File: config.mk
export PLATFORM = sky130hd
export DESIGN_NAME = seq_mult_w
export DESIGN_NICKNAME = d
export VERILOG_FILES = /design/src/rtl/seq_mult_w.sv
export SDC_FILE = /design/constraint.sdc
export NUM_CORES = 1
export LEC_CHECK = 0
export BUFFER_PORTS_ARGS = -buffer_cell sky130_fd_sc_hd__buf_2
export CORE_MARGIN = 2
export CORE_UTILIZATION = 40
export DETAILED_ROUTE_END_ITERATION = 10
export GPL_TIMING_DRIVEN = 0
export PLACE_DENSITY_LB_ADDON = 0.08
export RECOVER_POWER = 25
export SYNTH_ARGS = -nofsm -noshare
export SYNTH_HDL_FRONTEND = slang
export SYNTH_SLANG_ARGS = --single-unit
File: constraint.sdc
create_clock -name Clk -period 4.1 [get_ports Clk]
set_clock_uncertainty 0.2 [all_clocks]
set_input_delay 0.41 -clock Clk [delete_from_list [all_inputs] [get_ports Clk]]
set_output_delay 0.41 -clock Clk [all_outputs]
set_load 0.01 [all_outputs]
File: src/rtl/seq_mult_w.sv
// seq_mult_w: parametrised sequential add-shift multiplier.
// One add-and-shift iteration per clock, unsigned or two's-complement per
// operation, with a start/busy/done handshake. Result is {A,B}.
module seq_mult_w #(
    parameter int unsigned WIDTH = 8
) (
    input  logic                 Clk,
    input  logic                 Reset,
    input  logic                 start_i,
    input  logic                 signed_i,
    input  logic [WIDTH-1:0]     a_i,
    input  logic [WIDTH-1:0]     b_i,
    output logic                 busy_o,
    output logic                 done_o,
    output logic [2*WIDTH-1:0]   product_o,
    output logic                 x_o
);

    localparam int unsigned CW = $clog2(WIDTH);
    localparam logic [CW-1:0] LAST_CNT = CW'(WIDTH - 1);

    typedef enum logic [1:0] {
        IDLE = 2'd0,
        RUN  = 2'd1,
        DONE = 2'd2
    } state_t;

    state_t           state_q, state_d;
    logic             x_q, x_d;
    logic [WIDTH-1:0] a_q, a_d;
    logic [WIDTH-1:0] b_q, b_d;
    logic [WIDTH-1:0] m_q, m_d;
    logic             s_q, s_d;
    logic [CW-1:0]    cnt_q, cnt_d;

    logic [WIDTH:0]   a_ext;
    logic [WIDTH:0]   m_ext;
    logic [WIDTH:0]   sum;
    logic             last;
    logic             xn;
    logic [WIDTH-1:0] an;

    // State and datapath registers; reset clears everything asynchronously.
    always_ff @(posedge Clk or posedge Reset) begin
        if (Reset) begin
            state_q <= IDLE;
            x_q     <= 1'b0;
            a_q     <= '0;
            b_q     <= '0;
            m_q     <= '0;
            s_q     <= 1'b0;
            cnt_q   <= '0;
        end else begin
            state_q <= state_d;
            x_q     <= x_d;
            a_q     <= a_d;
            b_q     <= b_d;
            m_q     <= m_d;
            s_q     <= s_d;
            cnt_q   <= cnt_d;
        end
    end

    // Next-state and datapath: load on accepted start, one add/sub + shift per RUN cycle.
    always_comb begin
        state_d = state_q;
        x_d     = x_q;
        a_d     = a_q;
        b_d     = b_q;
        m_d     = m_q;
        s_d     = s_q;
        cnt_d   = cnt_q;

        // In signed mode the last multiplier bit carries negative weight,
        // so that partial product is subtracted instead of added.
        a_ext = s_q ? {a_q[WIDTH-1], a_q} : {1'b0, a_q};
        m_ext = s_q ? {m_q[WIDTH-1], m_q} : {1'b0, m_q};
        last  = (cnt_q == LAST_CNT);
        sum   = (s_q && last) ? (a_ext - m_ext) : (a_ext + m_ext);

        if (b_q[0]) begin
            xn = sum[WIDTH];
            an = sum[WIDTH-1:0];
        end else begin
            xn = x_q;
            an = a_q;
        end

        case (state_q)
            IDLE, DONE: begin
                if (start_i) begin
                    x_d     = 1'b0;
                    a_d     = '0;
                    b_d     = b_i;
                    m_d     = a_i;
                    s_d     = signed_i;
                    cnt_d   = '0;
                    state_d = RUN;
                end
            end
            RUN: begin
                x_d   = s_q ? xn : 1'b0;
                a_d   = {xn, an[WIDTH-1:1]};
                b_d   = {an[0], b_q[WIDTH-1:1]};
                cnt_d = cnt_q + CW'(1);
                if (last) begin
                    state_d = DONE;
                end
            end
            default: begin
                state_d = IDLE;
            end
        endcase
    end

    assign busy_o    = (state_q == RUN);
    assign done_o    = (state_q == DONE);
    assign product_o = {a_q, b_q};
    assign x_o       = x_q;

endmodule

# Word level (Yosys, flattened, before mapping)
# Cells that the tools add are included.
[totals]
reg_bits = 31
latch_bits = 0
ramBits = 0
rom_bits = 0
inputBits = 20
elab_cells = 39
n_memories = 0
[op_classes]
addsub = 3
multipliers = 0
div = 0
n_lt_le_gt_ge = 0
eq_ne = 5
shifts = 0
muxes = 17
n_bitwise = 0
reduce_logical = 7
[op_table]
columns = ["operator", "count"]
rows = [
  ["$pmux W8 S2", 2],
  ["$mux W9", 3],
  ["$mux W8", 3],
  ["$add A9 B9 Y9", 1],
  ["$sub A9 B9 Y9", 1],
  ["$pmux W3 S2", 1],
  ["$reduce_and A2 Y1", 3],
  ["$mux W2", 2],
  ["$pmux W2 S2", 1],
  ["$add A3 B1 Y3 const B", 1],
  ["$eq A3 B3 Y1 const B", 1],
  ["$mux W1", 3],
  ["$mux W3", 1],
  ["$eq A2 B1 Y1 const B", 1],
  ["$eq A2 B2 Y1 const B", 1],
  ["$logic_not A2 Y1", 1],
  ["$ne A2 B1 Y1 const B", 1],
  ["$ne A2 B2 Y1 const B", 1],
  ["$pmux W1 S2", 1],
  ["$reduce_bool A2 Y1", 1],
  ["$reduce_or A2 Y1", 1],
  ["$logic_and A1 B1 Y1", 1],
]

# Depth between registers and ports, before layout
[logic_depth]
depth_word = 6
depth_mapped = 12

# Worst setup path before layout
# Ideal clock, no wire load.
[synth_timing]
path_kind = "register -> register"
startpoint = "register cnt_q[0]"
endpoint = "register a_q[6]"
setup_time_ns = 0.126
t_arrival_ns = 2.649
t_required_ns = 3.774
slack_ns = 1.124
path_stages_with_launch = 12
path_buffers = 1
path_cell_list = "dfrtp_1 ha_1 ha_1 buf_6 nand2_1 mux2i_1 ha_1 nor2b_1 o31a_1 o32ai_1 mux2i_1 a311o_1"
[synth_via]
elab_chain_cells = 5
[synth_rtl]
columns = ["item", "line", "rtl"]
rows = [
  ["from (decl)", "34", "logic [CW-1:0] cnt_q, cnt_d;"],
  ["from (signal assigned)", "60", "cnt_q <= cnt_d;"],
  ["$eq A3 B3 Y1", "78", "last = (cnt_q == LAST_CNT);"],
  ["$logic_and A1 B1 Y1", "79", "sum = (s_q && last) ? (a_ext - m_ext) : (a_ext + m_ext);"],
  ["$mux W9", "79", ""],
  ["$mux W8", "81", "if (b_q[0]) begin"],
  ["$pmux W8 S2", "89", "case (state_q)"],
  ["to (signal assigned)", "48", "a_q <= '0;"],
  ["to (signal assigned)", "56", "a_q <= a_d;"],
  ["to (decl)", "30", "logic [WIDTH-1:0] a_q, a_d;"],
]
# No other way between the ends.
# A chain may end at the register's enable or synchronous reset.

# Worst setup path in the final report
# Same ends and word-level chain as after synthesis.

==> out/results.tsv <==
stage	metric	value	unit
finish	Antenna diodes	0	
power	Pleak	1.13	nW
power	PD cells	1030	nW/um2
setup_path	most used cell, CP	ha_1	
clock_tree	Worst-path clk slew	0.07	ns
route	DRT iter0 DRCs	76	
route	via count	1713	
setup_path	Critical Path RT	4.07	ns
place	Final HPWL DP	3440	um
yosys	number of distinct library cells after synthesis	45	
floorplan	Die W	74.4	um
clock_tree	clk sink count	31	
route	WL per Instance	13.7	um
setup_path	kind of critical path	flop to flop	
grt	initial antenna violation count	0	
finish	fillers	503	
sta	final hold vios	0	
power	maximum VDD drop	0.000512	V
setup_path	critical path endpoint category	flop	
clock_tree	Skew-Pair Late Insertion Delay	0.28	ns
clock_tree	CTS tree	yes	
finish	share of cells above drive strength 1	0.205	
grt	Overall Global Routing Usage	0.193	
setup_path	CP cell instances	ha_1 > ha_1 > buf_6 > nand2_1 > mux2i_1 > ha_1 > nor2b_1 > o31a_1 > o32ai_1 > mux2i_1 > a311o_1	
finish	Area Overhead vs Synth	18.6	%
sta	f_max	0.307	GHz
place	GPL Wtd Cong	0.819	
route	via/cell ratio	5.04	
setup_path	CP max stage delay	0.40	ns
clock_tree	H-tree levels	2	
status	status	finished clean	
yosys	synthesized area per cell	8.80	um2
sta	Worst slew margin	0.279	
clock_tree	Num CTS Buffers	5	
floorplan	die area	5530	um2
sta	Final Setup Violations	0	
place	PortBufs	38	
setup_path	critical path's slowest cell	dfrtp_1	
sta	crit share post-route	0.795	
grt	vias in the first global route	1661	
floorplan	Die H	74.4	um
floorplan	effective utilization at floorplan	0.417	
yosys	syn_nets	257	
setup_path	CP arrival	3.23	ns
setup_path	crit start category	flop	
yosys	sequential area share after synthesis	0.392	
finish	area of the multi-input gates	1100	um2
finish	most frequent cells in the layout	nand2_1, buf_2, dfrtp_1	
floorplan	Ports	39	
sta	Tightest Pin Transition	1.08	ns
run	max cap viols	0	
yosys	cells after synthesis	225	
floorplan	core area	4750	um2
route	drt first pass iters	4	
yosys	yosys warns	0	
yosys	Async SR Flop Fraction	1.00	
route	number of remaining DRC errors	0	
finish	Register Area	776	um2
yosys	Netlist Area Pre-Place	1980	um2
yosys	number of synthesized flops with an enable pin	0	
sta	setup TNS	0	ns
finish	commonest non-fill, non-tap cell in the layout	nand2_1	
sta	PnR worst setup slack	0.840	ns
sta	fin crit period	3.26	ns
route	antenna viol nets, final	0	
floorplan	row cnt	25	
grt	first-pass GRT wire length	8060	um
sta	Slew Limit Fails	0	
hold_path	Worst Hold Class	input port to flop	
finish	Layout Nets	304	
grt	global route overflow	0	
clock_tree	Root Buffer	clkbuf_8	
yosys	FF+latch count, synth	31	
yosys	top_reg_cell synth	dfrtp_1	
sta	unrepaired setup endpoints after global routing	no	
clock_tree	CTS Buffer Depth	2	
route	total wire length	4650	um
setup_path	crit path max fanout	8	
grt	largest net degree at the start of global routing	32	
place	Place WS	0.843	ns
## worst paths after layout
| check | start | to | slack [ns] | cells past startpoint |
|---|---|---|---|---|
| worst max-delay path | cnt_q[0] | a_q[6] | 0.84 | 11 |
| worst min-delay path | a_i[6] | m_q[6] | 0.11 | 3 |
| worst max register to register | cnt_q[0] | a_q[6] | 0.84 | 11 |
| worst min register to register | cnt_q[0] | cnt_q[0] | 0.29 | 1 |
| max in group asynchronous | Reset | b_q[0] | 1.99 | 4 |
| min in group asynchronous | Reset | state_q[1] | 0.41 | 3 |
## critical path: cells and delay by family, from the launching register on
family	cells	cell delay, ns
AOI/OAI and AO/OA	3	0.96
adders and majority gates	3	0.69
buffers and inverters	1	0.14
DFF	1	0.40
muxes	2	0.46
and+or+nand+nor	2	0.30
## synthesized netlist by cell type (4+ instances only)
cell,instances,share of area
xor2_1,5,0.022
o22ai_1,6,0.019
nor2_1,18,0.034
dfrtp_1,31,0.39
nor3b_1,5,0.019
o21ai_0,4,0.010
xnor2_1,5,0.022
a31oi_1,5,0.016
ha_1,11,0.069
clkbuf_1,6,0.011
mux2i_1,7,0.035
nand3_1,5,0.013
a21oi_1,12,0.030
nand2_1,46,0.087
o21ai_1,10,0.025
o21a_1,5,0.019
inv_1,5,0.0095
## per-layer routing
layer | share of wire | up-vias | track usage
met2 | 0.44 | 23 | 0.288
met4 | 0.0062 | 0 | 0.0476
met3 | 0.037 | 2 | 0.0528
met5 | 0 | - | 0
li1 | - | 881 | -
met1 | 0.52 | 807 | 0.278
## timing repair
action / CTS / global route
hold endpoints to repair: 0 / 12
hold buffers: 0 / 1
setup endpoints to repair: 0 / 0
gates resized for setup: 0 / 0
buffers inserted: 0 / 0
## sequential cells by signal, summed over array words and instances (netlist names)
| name | count |
|---|---|
| a_q | 8 |
| b_q | 8 |
| cnt_q | 3 |
| m_q | 8 |
| s_q | 1 |
| state_q | 2 |
| x_o | 1 |
## stage by stage
stage	hold slack, ns	power (mW)	instances	area (um2)	util
floorplan	0.254	1.81	225	1980	-
global placement	0.279	2.16	330	2250	0.474
detailed placement	0.281	2.18	330	2250	0.474
CTS	0.110	2.43	338	2340	0.491
global route	0.107	2.68	340	2350	0.494
finish	0.111	2.42	340	2350	0.494
## power breakdown
part | switching [mW] | total, mW | internal, mW
clock network | 0.117 | 0.236 | 0.119
registers | 0.154 | 0.617 | 0.464
logic | 0.861 | 1.56 | 0.702
total | 1.13 | 2.42 | 1.29
## layout make-up
type,count,area share
Clock inverter,1,0.00213
Tap cell,67,0.0357
Clock buffer,7,0.0325
Timing Repair Buffer,40,0.0868
Multi-Input combinational cell,176,0.470
Buffer,11,0.0293
Inverter,7,0.0133
Sequential cell,31,0.330
## cell families after synthesis
kind of cell    Yosys count  synth area share
buf+inv                  18            0.0505
mux                       7            0.0354
compound gates           55             0.178
fa+ha+maj                12            0.0796
xor+xnor                 10            0.0442
simple gates             92             0.220
flops                    31             0.392
No activity file was read; power rests on OpenSTA's default activity.
